File: src/rtl/vga_cmd_queue_pkg.sv
// Opcode table, register map, status bit positions and assembler states
// shared by the VGA command queue.
package vga_cmd_queue_pkg;

    localparam logic [7:0] OP_TEXT_WRITE    = 8'h00;
    localparam logic [7:0] OP_TEXT_POSITION = 8'h01;
    localparam logic [7:0] OP_TEXT_CLEAR    = 8'h02;
    localparam logic [7:0] OP_WRITE_PIXEL   = 8'h10;

    localparam logic [3:0] ADDR_MODE   = 4'h0;
    localparam logic [3:0] ADDR_OPCODE = 4'h1;
    localparam logic [3:0] ADDR_ARG0   = 4'h2;
    localparam logic [3:0] ADDR_STATUS = 4'hF;

    localparam int unsigned SB_BUSY   = 0;
    localparam int unsigned SB_FULL   = 1;
    localparam int unsigned SB_ERR    = 2;
    localparam int unsigned SB_OVF    = 3;
    localparam int unsigned SB_OCC_LO = 4;
    localparam int unsigned SB_READY  = 7;

    typedef enum logic [1:0] {
        S_IDLE,
        S_COLLECT,
        S_DISCARD
    } asm_state_e;

    // Argument count for an opcode; 0 marks an unknown opcode.
    function automatic logic [3:0] op_argc(input logic [7:0] op);
        case (op)
            OP_TEXT_WRITE:    op_argc = 4'd2;
            OP_TEXT_POSITION: op_argc = 4'd2;
            OP_TEXT_CLEAR:    op_argc = 4'd1;
            OP_WRITE_PIXEL:   op_argc = 4'd1;
            default:          op_argc = 4'd0;
        endcase
    endfunction

endpackage

File: src/rtl/vga_sync_fifo.sv
// Single-clock first-word-fall-through FIFO with occupancy count.
// Simultaneous push and pop are both honoured, including when full.
module vga_sync_fifo #(
    parameter int unsigned WIDTH = 8,
    parameter int unsigned DEPTH = 8
) (
    input  logic                     clk,
    input  logic                     reset,
    input  logic                     i_push,
    input  logic [WIDTH-1:0]         i_data,
    input  logic                     i_pop,
    output logic [WIDTH-1:0]         o_data,
    output logic [$clog2(DEPTH):0]   o_count,
    output logic                     o_full,
    output logic                     o_empty
);
    localparam int unsigned AW = $clog2(DEPTH);
    localparam int unsigned CW = AW + 1;

    logic [WIDTH-1:0] r_mem [DEPTH];
    logic [AW-1:0]    r_wr_ptr;
    logic [AW-1:0]    r_rd_ptr;
    logic [CW-1:0]    r_count;
    logic             w_push_ok;
    logic             w_pop_ok;

    assign o_empty   = (r_count == '0);
    assign o_full    = (r_count == CW'(DEPTH));
    assign o_count   = r_count;
    assign w_pop_ok  = i_pop && !o_empty;
    assign w_push_ok = i_push && (!o_full || w_pop_ok);
    // Head is forced to zero when empty so the consumer never sees stale data.
    assign o_data    = o_empty ? '0 : r_mem[r_rd_ptr];

    always_ff @(posedge clk) begin
        if (w_push_ok) begin
            r_mem[r_wr_ptr] <= i_data;
        end
    end

    always_ff @(posedge clk) begin
        if (reset) begin
            r_wr_ptr <= '0;
            r_rd_ptr <= '0;
            r_count  <= '0;
        end else begin
            if (w_push_ok) begin
                r_wr_ptr <= r_wr_ptr + AW'(1);
            end
            if (w_pop_ok) begin
                r_rd_ptr <= r_rd_ptr + AW'(1);
            end
            if (w_push_ok && !w_pop_ok) begin
                r_count <= r_count + CW'(1);
            end else if (w_pop_ok && !w_push_ok) begin
                r_count <= r_count - CW'(1);
            end
        end
    end

endmodule

File: src/rtl/vga_cmd_queue.sv
// Register-write command assembler feeding a command FIFO, with mode and
// status registers for the VGA instruction executor.
module vga_cmd_queue
    import vga_cmd_queue_pkg::*;
#(
    parameter int unsigned DEPTH    = 8,
    parameter int unsigned MAX_ARGS = 4
) (
    input  logic                    clk_25mhz,
    input  logic                    reset,
    input  logic                    wr_en,
    input  logic [3:0]              wr_addr,
    input  logic [7:0]              wr_data,
    input  logic                    rd_en,
    input  logic [3:0]              rd_addr,
    output logic [7:0]              rd_data,
    output logic [7:0]              mode,
    output logic                    cmd_valid,
    input  logic                    cmd_ready,
    output logic [7:0]              cmd_opcode,
    output logic [8*MAX_ARGS-1:0]   cmd_args,
    output logic [3:0]              cmd_argc,
    input  logic                    exec_busy
);
    localparam int unsigned ARGS_W = 8 * MAX_ARGS;
    localparam int unsigned FIFO_W = 8 + ARGS_W + 4;
    localparam int unsigned CNT_W  = $clog2(DEPTH) + 1;
    localparam logic [3:0]  ADDR_ARG_LAST = 4'(1 + MAX_ARGS);

    asm_state_e                 r_state;
    asm_state_e                 w_state_nxt;
    logic [7:0]                 r_opcode;
    logic [3:0]                 r_argc;
    logic [MAX_ARGS-1:0][7:0]   r_args;
    logic [MAX_ARGS-1:0][7:0]   w_args_nxt;
    logic                       r_err;
    logic                       r_ovf;

    logic                       w_wr_op;
    logic                       w_wr_arg;
    logic                       w_wr_status;
    logic                       w_op_ok;
    logic                       w_trigger;
    logic                       w_push;
    logic                       w_pop;
    logic                       w_full;
    logic                       w_empty;
    logic                       w_err_set;
    logic                       w_ovf_set;
    logic [3:0]                 w_op_argc;
    logic [3:0]                 w_arg_idx;
    logic [CNT_W-1:0]           w_count;
    logic [FIFO_W-1:0]          w_push_data;
    logic [FIFO_W-1:0]          w_head;
    logic [2:0]                 w_occ_sat;
    logic [7:0]                 w_status;
    logic [7:0]                 w_rd_val;

    assign w_wr_op     = wr_en && (wr_addr == ADDR_OPCODE);
    assign w_wr_arg    = wr_en && (wr_addr >= ADDR_ARG0) && (wr_addr <= ADDR_ARG_LAST);
    assign w_wr_status = wr_en && (wr_addr == ADDR_STATUS);
    assign w_arg_idx   = wr_addr - ADDR_ARG0;
    assign w_op_argc   = op_argc(wr_data);
    assign w_op_ok     = (w_op_argc != 4'd0) && (32'(w_op_argc) <= MAX_ARGS);
    // Writing the last argument of the latched opcode completes the command.
    assign w_trigger   = (r_state == S_COLLECT) && w_wr_arg && (wr_addr == r_argc + 4'd1);

    always_comb begin
        w_state_nxt = r_state;
        w_push      = 1'b0;
        w_err_set   = 1'b0;
        if (w_wr_op) begin
            w_state_nxt = w_op_ok ? S_COLLECT : S_DISCARD;
            w_err_set   = !w_op_ok;
        end else if (w_trigger) begin
            w_state_nxt = S_IDLE;
            w_push      = 1'b1;
        end
    end

    always_comb begin
        w_args_nxt = r_args;
        for (int i = 0; i < int'(MAX_ARGS); i++) begin
            if (w_wr_arg && (w_arg_idx == 4'(i))) begin
                w_args_nxt[i] = wr_data;
            end
        end
    end

    assign w_push_data = {r_opcode, w_args_nxt, r_argc};
    assign cmd_valid   = !w_empty;
    assign w_pop       = cmd_valid && cmd_ready;
    assign w_ovf_set   = w_push && w_full && !w_pop;
    assign cmd_opcode  = w_head[FIFO_W-1 -: 8];
    assign cmd_args    = w_head[4 +: ARGS_W];
    assign cmd_argc    = w_head[3:0];

    vga_sync_fifo #(
        .WIDTH (FIFO_W),
        .DEPTH (DEPTH)
    ) u_fifo (
        .clk     (clk_25mhz),
        .reset   (reset),
        .i_push  (w_push),
        .i_data  (w_push_data),
        .i_pop   (w_pop),
        .o_data  (w_head),
        .o_count (w_count),
        .o_full  (w_full),
        .o_empty (w_empty)
    );

    always_comb begin
        w_occ_sat = (32'(w_count) > 32'd7) ? 3'd7 : 3'(w_count);
        w_status  = 8'h00;
        w_status[SB_READY]        = 1'b1;
        w_status[SB_OCC_LO +: 3]  = w_occ_sat;
        w_status[SB_OVF]          = r_ovf;
        w_status[SB_ERR]          = r_err;
        w_status[SB_FULL]         = w_full;
        w_status[SB_BUSY]         = !w_empty || exec_busy || (r_state == S_COLLECT);
    end

    always_comb begin
        w_rd_val = 8'h00;
        if (rd_addr == ADDR_MODE) begin
            w_rd_val = mode;
        end else if (rd_addr == ADDR_STATUS) begin
            w_rd_val = w_status;
        end else begin
            for (int i = 0; i < int'(MAX_ARGS); i++) begin
                if (rd_addr == 4'(i + 2)) begin
                    w_rd_val = r_args[i];
                end
            end
        end
    end

    always_ff @(posedge clk_25mhz) begin
        if (reset) begin
            r_state <= S_IDLE;
        end else begin
            r_state <= w_state_nxt;
        end
    end

    always_ff @(posedge clk_25mhz) begin
        if (reset) begin
            r_opcode <= 8'h00;
            r_argc   <= 4'd0;
            r_args   <= '0;
            r_err    <= 1'b0;
            r_ovf    <= 1'b0;
            mode     <= 8'h00;
            rd_data  <= 8'h00;
        end else begin
            r_args <= w_args_nxt;
            if (w_wr_op) begin
                r_opcode <= wr_data;
                r_argc   <= w_op_argc;
            end
            if (wr_en && (wr_addr == ADDR_MODE)) begin
                mode <= wr_data;
            end
            if (rd_en) begin
                rd_data <= w_rd_val;
            end
            // Sticky flags: a set in the same cycle as a clear wins.
            if (w_err_set) begin
                r_err <= 1'b1;
            end else if (w_wr_status && wr_data[SB_ERR]) begin
                r_err <= 1'b0;
            end
            if (w_ovf_set) begin
                r_ovf <= 1'b1;
            end else if (w_wr_status && wr_data[SB_OVF]) begin
                r_ovf <= 1'b0;
            end
        end
    end

endmodule

File: config.mk
export PLATFORM = sky130hd
export DESIGN_NAME = vga_cmd_queue
export DESIGN_NICKNAME = d
export VERILOG_FILES = /design/src/rtl/vga_cmd_queue_pkg.sv /design/src/rtl/vga_sync_fifo.sv /design/src/rtl/vga_cmd_queue.sv
export SDC_FILE = /design/constraint.sdc
export NUM_CORES = 1
export LEC_CHECK = 0
export BUFFER_PORTS_ARGS = -buffer_cell sky130_fd_sc_hd__buf_2
export CORE_MARGIN = 5
export CORE_UTILIZATION = 57
export CTS_BUF_LIST = sky130_fd_sc_hd__clkbuf_4
export CTS_CLUSTER_DIAMETER = 30
export CTS_CLUSTER_SIZE = 10
export DETAILED_ROUTE_END_ITERATION = 10
export HOLD_SLACK_MARGIN = 0.02
export PLACE_DENSITY = 0.78
export SYNTH_ARGS = -nofsm -noshare
export SYNTH_HDL_FRONTEND = slang
export SYNTH_SLANG_ARGS = --single-unit
File: constraint.sdc
create_clock -name clk_25mhz -period 6.25 [get_ports clk_25mhz]
set_input_delay 0.3125 -clock clk_25mhz [delete_from_list [all_inputs] [get_ports clk_25mhz]]
set_output_delay 0.3125 -clock clk_25mhz [all_outputs]
set_load 0.01 [all_outputs]
Word-level counts from Yosys, hierarchy flattened

Memories as Yosys holds them, arrays and structs flattened. A register that Yosys moved wholly into a read port is not among the register bits.
Cells that the tools add are included.

Memory bits (read-only): 0
Bits in latches: 0
Register bits after elaboration: 74
Word-level logic and storage cells: 112
Bits in writable memories: 352
Output and inout bits: 61
Memories: 1

Divide/modulo/power cells: 0
Multipliers: 0
Shifts and indexed selects: 0
Reduce and logical (&&, ||, !) cells: 42
$lt $le $gt $ge: 4
Bitwise logic cells: 0
Equal/unequal tests: 16
Add/subtract/negate cells: 6
Multiplexer cells: 29

Memory list:

| name         | words | width | read ports | clocked after memory_dff | write ports | RTL line            | RTL |
|---|---|---|---|---|---|---|---|
| u_fifo.r_mem | 8     | 44    | 1          | 1                        | 1           | vga_sync_fifo.sv:20 | `logic [WIDTH-1:0] r_mem [DEPTH];` |

Operators with widths:

| kind                                                                                 | count |
|---|---|
| 8-bit two-way mux                                                                    | 10 |
| 44-bit two-way mux                                                                   | 1 |
| 1-bit logical AND                                                                    | 21 |
| 4-bit by 2-bit equality test with 1-bit output (second input constant)               | 4 |
| 4-bit zero test                                                                      | 4 |
| 4-bit equality test (second input constant)                                          | 3 |
| 1-bit two-way mux                                                                    | 9 |
| 3-bit two-way mux                                                                    | 3 |
| 4-bit by 1-bit adder with 4-bit output (second input constant)                       | 2 |
| 4-bit by 1-bit equality test with 1-bit output (second input constant)               | 2 |
| 4-bit by 3-bit equality test with 1-bit output (second input constant)               | 2 |
| 8-bit by 1-bit equality test with 1-bit output (second input constant)               | 1 |
| 8-bit by 2-bit equality test with 1-bit output (second input constant)               | 1 |
| 8-bit by 5-bit equality test with 1-bit output (second input constant)               | 1 |
| 4-bit by 3-bit <= comparator with 1-bit output (second input constant)               | 2 |
| 8-bit zero test                                                                      | 1 |
| 4-bit two-way mux                                                                    | 2 |
| 2-bit nonzero test                                                                   | 4 |
| 3-bit by 1-bit adder with 3-bit output (second input constant)                       | 2 |
| 1-bit zero test                                                                      | 6 |
| 2-bit two-way mux                                                                    | 3 |
| 4-bit equality test                                                                  | 1 |
| 4-bit by 2-bit greater-or-equal comparator with 1-bit output (second input constant) | 1 |
| 4-bit by 3-bit greater-than comparator with 1-bit output (second input constant)     | 1 |
| 7 further kinds                                                                      | 10 |

Depth between registers and ports, before layout

Gate-level depths: netlist of run 1.

Word-level depth: 12
Depth in mapped cells: 12

Cells and area by module

A second synthesis of run 1 with hierarchy kept.

Cell total of the unflattened synthesis: 931
Area total of the unflattened synthesis: 16,952.5 sq um

Modules (own cells, without submodules):

| module        | area an instance (sq um) | sequential area each (sq um) | cells an instance | instances |
|---|---|---|---|---|
| vga_sync_fifo | 13,984.7                 | 10,830.4                     | 630               | 1 |
| vga_cmd_queue | 2,967.8                  | 1,241.2                      | 301               | 1 |

Worst setup path before layout of run 1

OpenSTA, ideal clock, no wires.

Path kind: flip-flop to flip-flop
From: reg r_argc[0]
To: mem u_fifo.r_mem[4][0] (netlist bit), enable pin
Stages on the path, launching flop included: 6
Path slack: 0.318 ns
Required time: 5.704 ns
Data arrival time: 5.386 ns
Buffers on the path: 0
Period minus slack after synthesis: 5.932 ns
Cell sequence: dfxtp_1 > ha_1 > and4bb_2 > o2111a_1 > nand2_2 > nor4_1

Cells in the longest elaborated chain, start to end: 8

RTL lines:

| what                                    | RTL line             | RTL |
|---|---|---|
| start, declared                         | vga_cmd_queue.sv:33  | `logic [3:0] r_argc;` |
| start signal, assigned                  | vga_cmd_queue.sv:160 | `r_argc <= w_op_argc;` |
| 4-bit by 1-bit adder with 4-bit output  | vga_cmd_queue.sv:66  | `assign w_trigger = (r_state == S_COLLECT) && w_wr_arg && (wr_addr == r_argc + 4'd1);` |
| 4-bit equality test                     | vga_cmd_queue.sv:66  |  |
| 1-bit logical AND                       | vga_cmd_queue.sv:66  |  |
| 1-bit two-way mux                       | vga_cmd_queue.sv:75  | `end else if (w_trigger) begin` |
| 1-bit two-way mux                       | vga_cmd_queue.sv:72  | `if (w_wr_op) begin` |
| 1-bit logical AND                       | vga_sync_fifo.sv:31  | `assign w_push_ok = i_push && (!o_full \|\| w_pop_ok);` |
| 1-bit two-way mux                       | vga_sync_fifo.sv:36  | `if (w_push_ok) begin` |
| 1-bit two-way mux (not written as such) | vga_sync_fifo.sv:37  | `r_mem[r_wr_ptr] <= i_data;` |
| end, declared                           | vga_sync_fifo.sv:20  |  |

Every way passes these cells.

Worst setup path in the final report of run 1

From: reg r_argc[0]
To: mem u_fifo.r_mem[3][34] (netlist bit), enable pin

The elaborated chain is that of the path after synthesis.

==> results by group, run 1 <==
Pwr
  • Maximum vdd drop: 0.2274 mV
  • Pwr/cell area: 316.1 nW/um^2
  • Leak: 0.005909 uW

Die
  • Core area: 28550 sq um
  • Num rows: 62
  • Die area: 32310 sq um
  • Initial core utilization: 0.5754
  • I/O pin cnt: 83
  • Die W: 179.8 um
  • Die Height: 179.8 um

Min path
  • Min-Delay Endpoint: r_ovf
  • WHS Path Cells: 4
  • Hold_sp: wr_addr[1]
  • Min-delay worst type: in -> reg

Drt
  • Via-to-Cell Ratio: 5.955
  • Routed Antenna Nets: 0
  • # DRC: 0
  • Vias: 8754
  • DRT iter0 DRCs: 712
  • DRT Pass-1 Iters: 5
  • Routed wire length: 34240 um
  • Drt wl/cell: 23.29 um

Clock network
  • CTS resizes: 0
  • H-tree depth: 2
  • Clock latency on the worst-skew pair: 0.71 ns
  • Reg clk slew, reported paths: 0.09 ns
  • Num CTS Buffers: 60
  • Cts hold-fix bufs: 11
  • CTS tree: done
  • Clock root cell: clkbuf_4
  • # clock sinks: 411
  • Setup bufs post-CTS: 0
  • Bufs on Longest Clock Path: 3

Place
  • Setup WS pre-CTS: 2.705 ns
  • Number of buffers added on ports: 80
  • Final HPWL DP: 20210 um
  • Placed standard-cell area: 17240 sq um
  • GP Congestion: 0.8687

Timing
  • Final Hold Vio Count: 0
  • Max_slew headroom: 0.1728
  • Final WS setup: 2.733 ns
  • # setup viols final: 0
  • RSZ-0062 raised after global routing: false
  • Setup TNS: 0 ns
  • Slew Limit Fails: 0
  • Worst-Margin Slew: 1.238 ns
  • Tmin final: 3.517 ns
  • Highest clock rate: 284.3 MHz
  • Fin crit share: 0.5627
  • Max Clock Skew: 0.03467 ns

Yosys
  • Number of synthesized flops with an enable pin: 336
  • Synthesis Warnings: 0
  • FFs w/ async S/R, synth: 0
  • Post-synthesis cell type count: 56
  • Synth Instances: 918
  • Synth Register Bits: 411
  • Register area share after synthesis: 0.7056
  • Top post-synthesis cells by area: edfxtp_1 (61%), mux4_2 (12%), dfxtp_1 (9.1%), mux2i_1 (3.7%), mux2_2 (2.3%)
  • Synthesized area: 16430 sq um
  • Share of the synthesized area in the top cell type: 0.6142
  • Syn Area/Cell: 17.89 sq um
  • Synth area leader: edfxtp_1
  • Prevailing post-synth register cell: edfxtp_1

Layout
  • Commonest cells after routing, fill and taps aside: edfxtp_1 (336), mux4_2 (84), buf_2 (80)
  • Final net count: 1066
  • Synth-to-layout area growth: 11.40%
  • Post-Route Utilization: 0.6410
  • Post-Layout Inst Area: 18300 sq um
  • Share of post-route cells with drive strength above 1: 0.3183
  • Commonest non-fill, non-tap cell in the layout: edfxtp_1

Worst setup path
  • Crit end category: flop
  • Crit path DAT: 3.86 ns
  • Req. time, crit path: 6.59 ns
  • FF-to-FF setup slack: 2.73 ns
  • Reg2Reg Depth: 6
  • Crit Path Max Fanout: 23
  • Critical path class: reg -> reg
  • Reg-to-reg endpoint: u_fifo.r_mem[3][34]
  • CP Launch Type: flop
  • Setup crit start: r_argc[0]
  • Reg-to-reg startpoint: r_argc[0]

Run status
  • Status: completed

GRT
  • Vias in the first global route: 8895
  • Gr usage total: 0.2103
  • Largest net degree at the start of global routing: 76
  • First-pass GRT wire length: 52410 um
  • Initial antenna violation count: 2
  • Congestion Overflow GR: 0

Job
  • Max Cap Viol: 0
[layout make-up]
type / count / area, sq um
flip-flops and latches: 411 / 11600
inverters: 7 / 26.28
diodes: 2 / 5.005
fillers: 2019 / 10250
clock inverters: 37 / 399.1
clock buffers: 73 / 548.0
repair buffers: 108 / 638.1
well taps: 384 / 480.5
multi-input cells: 448 / 4603
[sequential cells by signal (all words and copies together), names as in the netlist, named ones only]
signal / count
mode: 8
r_argc: 2
r_args: 32
r_err: 1
r_opcode: 8
r_ovf: 1
r_state: 2
rd_data: 8
u_fifo.o_count: 4
u_fifo.r_mem: 336
u_fifo.r_rd_ptr: 3
u_fifo.r_wr_ptr: 3
[power breakdown]
group | internal [uW] | switching (uW)
logic | 452 | 484
registers | 2940 | 68.6
clock network | 910 | 926
[routing by layer]
| metal | routed length (um) | track usage | vias up | share of wire |
|---|---|---|---|---|
| met3 | 2411 | 0.03678 | 48 | 0.070 |
| met1 | 14210 | 0.3007 | 4473 | 0.41 |
| met2 | 17020 | 0.3418 | 335 | 0.50 |
| met4 | 597 | 0.05517 | 0 | 0.017 |
| met5 | 0 | 0 | - | 0 |
| li1 | - | - | 3898 | - |
[cell usage after synthesis (3+ instances only)]
cell and number:
edfxtp_1 336, mux4_2 84, dfxtp_1 75, nor2_1 74, mux2i_1 60, nand2_1 34
mux2_2 33, a21oi_1 28, clkbuf_1 23, nor2b_1 22, and2b_1 16, buf_1 11
buf_4 10, a311oi_1 8, buf_2 8, ha_1 7, o221ai_1 7, or3b_1 7
o2bb2ai_1 6, inv_1 5, nand3_1 5, nor4_1 5, xor2_1 4, nand4_1 3
nor4_4 3
[through the flow]
stage	instances	hold slack [ns]	total power (uW)
finish	1470	0.09512	5784
global placement	1347	0.4434	4016
CTS	1468	0.04468	5838
floorplan	919	0.4364	3675
global route	1469	0.09430	6044
detailed placement	1347	0.4521	4022
[kinds of logic after synthesis]
group           count (synthesis)  share of synthesized area
mux                           177                     0.1743
other cells                     1                  0.0002283
flops                         411                     0.7056
buf+inv                        60                    0.01706
xor+xnor                        6                   0.003199
simple gates                  195                    0.06832
fa+ha+maj                       8                   0.006550
compound gates                 60                    0.02468
[worst max-delay path: stages, from the launching register on]
cell,delay [ns]
dfxtp_1,0.42
ha_1,0.34
nor4bb_1,0.37
o2111a_1,0.33
nand2_2,0.18
nor3_4,0.99
buf_4,0.54
[worst max path at each step]
| stage | end | cells past startpoint | slack [ns] |
|---|---|---|---|
| final | u_fifo.r_mem[3][34] | 6 | 2.73 |
| after global routing | u_fifo.r_mem[3][1] | 6 | 2.48 |
| after CTS | cmd_argc[1] | 5 | 2.66 |
| after detailed placement | u_fifo.r_mem[3][35] | 6 | 2.71 |
| after global placement | u_fifo.r_mem[3][14] | 6 | 2.76 |
| after floorplan | u_fifo.r_mem[4][0] | 5 | 0.32 |
(Power assumes the default switching activity.)
==> run 2: changes to the inputs <==
==> constraint.sdc (replaced) <==
create_clock -name clk_25mhz -period 2.9 [get_ports clk_25mhz]
set_input_delay 0.145 -clock clk_25mhz [delete_from_list [all_inputs] [get_ports clk_25mhz]]
set_output_delay 0.145 -clock clk_25mhz [all_outputs]
set_load 0.01 [all_outputs]
==> results by group, run 2 (synthesis results as in run 1) <==
Worst setup path
  • CP most frequent cell: inv_2
  • Crit path DAT: 3.41 ns (was 3.86 ns)
  • Critical path class: reg -> reg (unchanged)
  • CP delay by family, top: adder cells (was simple AND/OR/NAND/NOR gates)
  • Critical Path Sink: u_fifo.o_count[3] (was u_fifo.r_mem[3][34])
  • Req. time, crit path: 3.52 ns (was 6.59 ns)
  • Reg-to-reg endpoint: u_fifo.o_count[3] (was u_fifo.r_mem[3][34])
  • CP Launch Type: flop (unchanged)
  • Crit end category: flop (unchanged)
  • Crit Path Max Fanout: 4 (was 23)
  • CP peak stage delay: 0.36 ns (was 0.99 ns)
  • Stages on worst setup path: 12 (was 6)
  • Setup crit start: r_argc[1] (was r_argc[0])
  • Worst path cell trace: ha_4, and4bb_2, o2111a_2, nand2_8, inv_2, ha_2, inv_2, ha_1, a21o_1, a21oi_2, mux2i_1, mux2_2 (was ha_1, nor4bb_1, o2111a_1, nand2_2, nor3_4, buf_4)
  • Slowest stage cell, crit path: dfxtp_4 (was nor3_4)
  • Reg-to-reg startpoint: r_argc[1] (was r_argc[0])
  • FF-to-FF setup slack: 0.12 ns (was 2.73 ns)
  • Buf/Inv on CP: 2 (was 1)
  • Reg2Reg Depth: 12 (was 6)

Place
  • GP Congestion: 0.8891 (was 0.8687)
  • Final HPWL DP: 21080 um (was 20210 um)
  • Placed standard-cell area: 17640 sq um (was 17240 sq um)
  • Cells after DPL: 1369 (was 1347)
  • Setup WS pre-CTS: -0.008905 ns (was 2.705 ns)
  • Number of buffers added on ports: 80 (unchanged)

Timing
  • Max Clock Skew: 0.02462 ns (was 0.03467 ns)
  • # setup viols final: 0 (unchanged)
  • Highest clock rate: 359.2 MHz (was 284.3 MHz)
  • Slew Limit Fails: 0 (unchanged)
  • Final WS setup: 0.1159 ns (was 2.733 ns)
  • Hold slack: 0.09263 ns (was 0.09512 ns)
  • Max_slew headroom: 0.5440 (was 0.1728)
  • Fin crit share: 0.9600 (was 0.5627)
  • Tmin final: 2.784 ns (was 3.517 ns)
  • Final Hold Vio Count: 0 (unchanged)
  • Worst-Margin Slew: 0.6790 ns (was 1.238 ns)

Die
  • Die area: 32310 sq um (unchanged)
  • Die Height: 179.8 um (unchanged)
  • Die W: 179.8 um (unchanged)
  • Core area: 28550 sq um (unchanged)
  • Initial core utilization: 0.5754 (unchanged)
  • I/O pin cnt: 83 (unchanged)
  • Num rows: 62 (unchanged)

GRT
  • Initial antenna violation count: 1 (was 2)
  • First-pass GRT wire length: 53600 um (was 52410 um)
  • Largest net degree at the start of global routing: 49 (was 76)
  • Congestion Overflow GR: 0 (unchanged)
  • Vias in the first global route: 9095 (was 8895)
  • Gr usage total: 0.2150 (was 0.2103)

Layout
  • Max reg flops: 336 (unchanged)
  • Largest regs: u_fifo.r_mem: 336 flops, r_args: 32 flops (unchanged)
  • Commonest cells after routing, fill and taps aside: edfxtp_1 (336), mux4_2 (84), buf_2 (80) (unchanged)
  • Final net count: 1099 (was 1066)
  • Commonest non-fill, non-tap cell in the layout: edfxtp_1 (unchanged)
  • Filler Cells Inserted: 2044 (was 2019)
  • Non-Filler Instances: 1505 (was 1470)
  • Share of post-route cells with drive strength above 1: 0.3432 (was 0.3183)
  • Synth-to-layout area growth: 14.81% (was 11.40%)
  • Largest register by flop count: u_fifo.r_mem (unchanged)
  • Post-Route Utilization: 0.6607 (was 0.6410)
  • Post-Layout Inst Area: 18860 sq um (was 18300 sq um)

Drt
  • Via-to-Cell Ratio: 5.897 (was 5.955)
  • Routed Antenna Nets: 0 (unchanged)
  • DRT iter0 DRCs: 877 (was 712)
  • Drt wl/cell: 23.23 um (was 23.29 um)
  • DRT Pass-1 Iters: 8 (was 5)
  • # DRC: 0 (unchanged)
  • Routed wire length: 34960 um (was 34240 um)
  • Vias: 8875 (was 8754)

Clock network
  • H-tree depth: 2 (unchanged)
  • Reg clk slew, reported paths: 0.10 ns (was 0.09 ns)
  • Clock root cell: clkbuf_4 (unchanged)
  • Clock latency on the worst-skew pair: 0.72 ns (was 0.71 ns)
  • # clock sinks: 411 (unchanged)
  • CTS tree: done (unchanged)
  • Num CTS Buffers: 61 (was 60)
  • Bufs on Longest Clock Path: 3 (unchanged)

Job
  • Max Cap Viol: 0 (unchanged)

Min path
  • Min-delay worst type: in -> reg (unchanged)

Run status
  • Status: completed (unchanged)

Pwr
  • Pwr/cell area: 670.3 nW/um^2 (was 316.1 nW/um^2)
  • Leak: 0.006231 uW (was 0.005909 uW)
  • Maximum vdd drop: 0.4474 mV (was 0.2274 mV)
run 2: cell types whose count changed in the layout (fill, tap and decap cells not counted), moves of 4 or more:
cell           change
buf_4             +12
buf_12            +11
dlygate4sd3_1      +8
clkbuf_4           +6
nor4_2             -4
nor4_4             +4
run 2: worst min-delay path by stage:
| stage | start | to | slack, ns | depth (start not counted) |
|---|---|---|---|---|
| floorplan | wr_data[0] | r_opcode[0] | 0.28 | 2 |
| global placement | r_state[1] | r_state[1] | 0.44 | 2 |
| detailed placement | r_state[1] | r_state[1] | 0.45 | 2 |
| CTS | rd_addr[1] | rd_data[7] | 0.03 | 5 |
| global route | wr_addr[2] | r_ovf | 0.1 | 5 |
| finish | rd_addr[1] | rd_data[7] | 0.09 | 5 |
run 2: worst reg2reg max path: cells and delay by family (launching register included):
| family | cells | cell delay (ns) |
|---|---|---|
| mux | 2 | 0.54 |
| fa+ha+maj | 3 | 0.69 |
| simple gates | 2 | 0.35 |
| compound gates | 3 | 0.59 |
| buf+inv | 2 | 0.15 |
| flops | 1 | 0.36 |
run 2: where the power goes:
| part | total, uW | leakage [uW] | switching [uW] | internal, uW |
|---|---|---|---|---|
| Combinational | 2150 | 0.00213 | 1120 | 1030 |
| Sequential | 6410 | 0.00355 | 65.0 | 6340 |
| Clock | 4080 | 0.000543 | 2040 | 2050 |
run 2: what timing repair did:
item / in CTS / in global routing
endpoints found under the setup margin: 1 / 2
gates resized for setup: 1 / 5
setup buffers: 1 / 1
pin swaps: 1 / 2
hold buffers: 19 / 0
endpoints found under the hold margin: 47 / 0
gates cloned: 0 / 0
run 2: routing by layer:
metal | up-vias | share of wire | global-route usage
met2 | 361 | 0.49 | 0.3508
met3 | 71 | 0.066 | 0.03719
met5 | - | 0 | 0
met4 | 0 | 0.024 | 0.05974
li1 | 3968 | - | -
met1 | 4475 | 0.42 | 0.3050
run 2: layout make-up:
type / count / area (sq um) / share of cell area
diodes: 2 / 5.005 / 0.0002654
clock buffers: 79 / 593.1 / 0.03144
clock inverters: 34 / 392.9 / 0.02083
inverters: 7 / 26.28 / 0.001393
multi-input cells: 448 / 4700 / 0.2492
flip-flops and latches: 411 / 11610 / 0.6154
well taps: 384 / 480.5 / 0.02547
repair buffers: 140 / 1056 / 0.05599
run 2: per-stage QoR:
step	setup TNS, ns	total power (uW)
final	0	12640
after global routing	-0.02072	13210
after CTS	0	12750
after detailed placement	-0.008905	8690
after global placement	0	8669
after floorplan	-29.46	7877
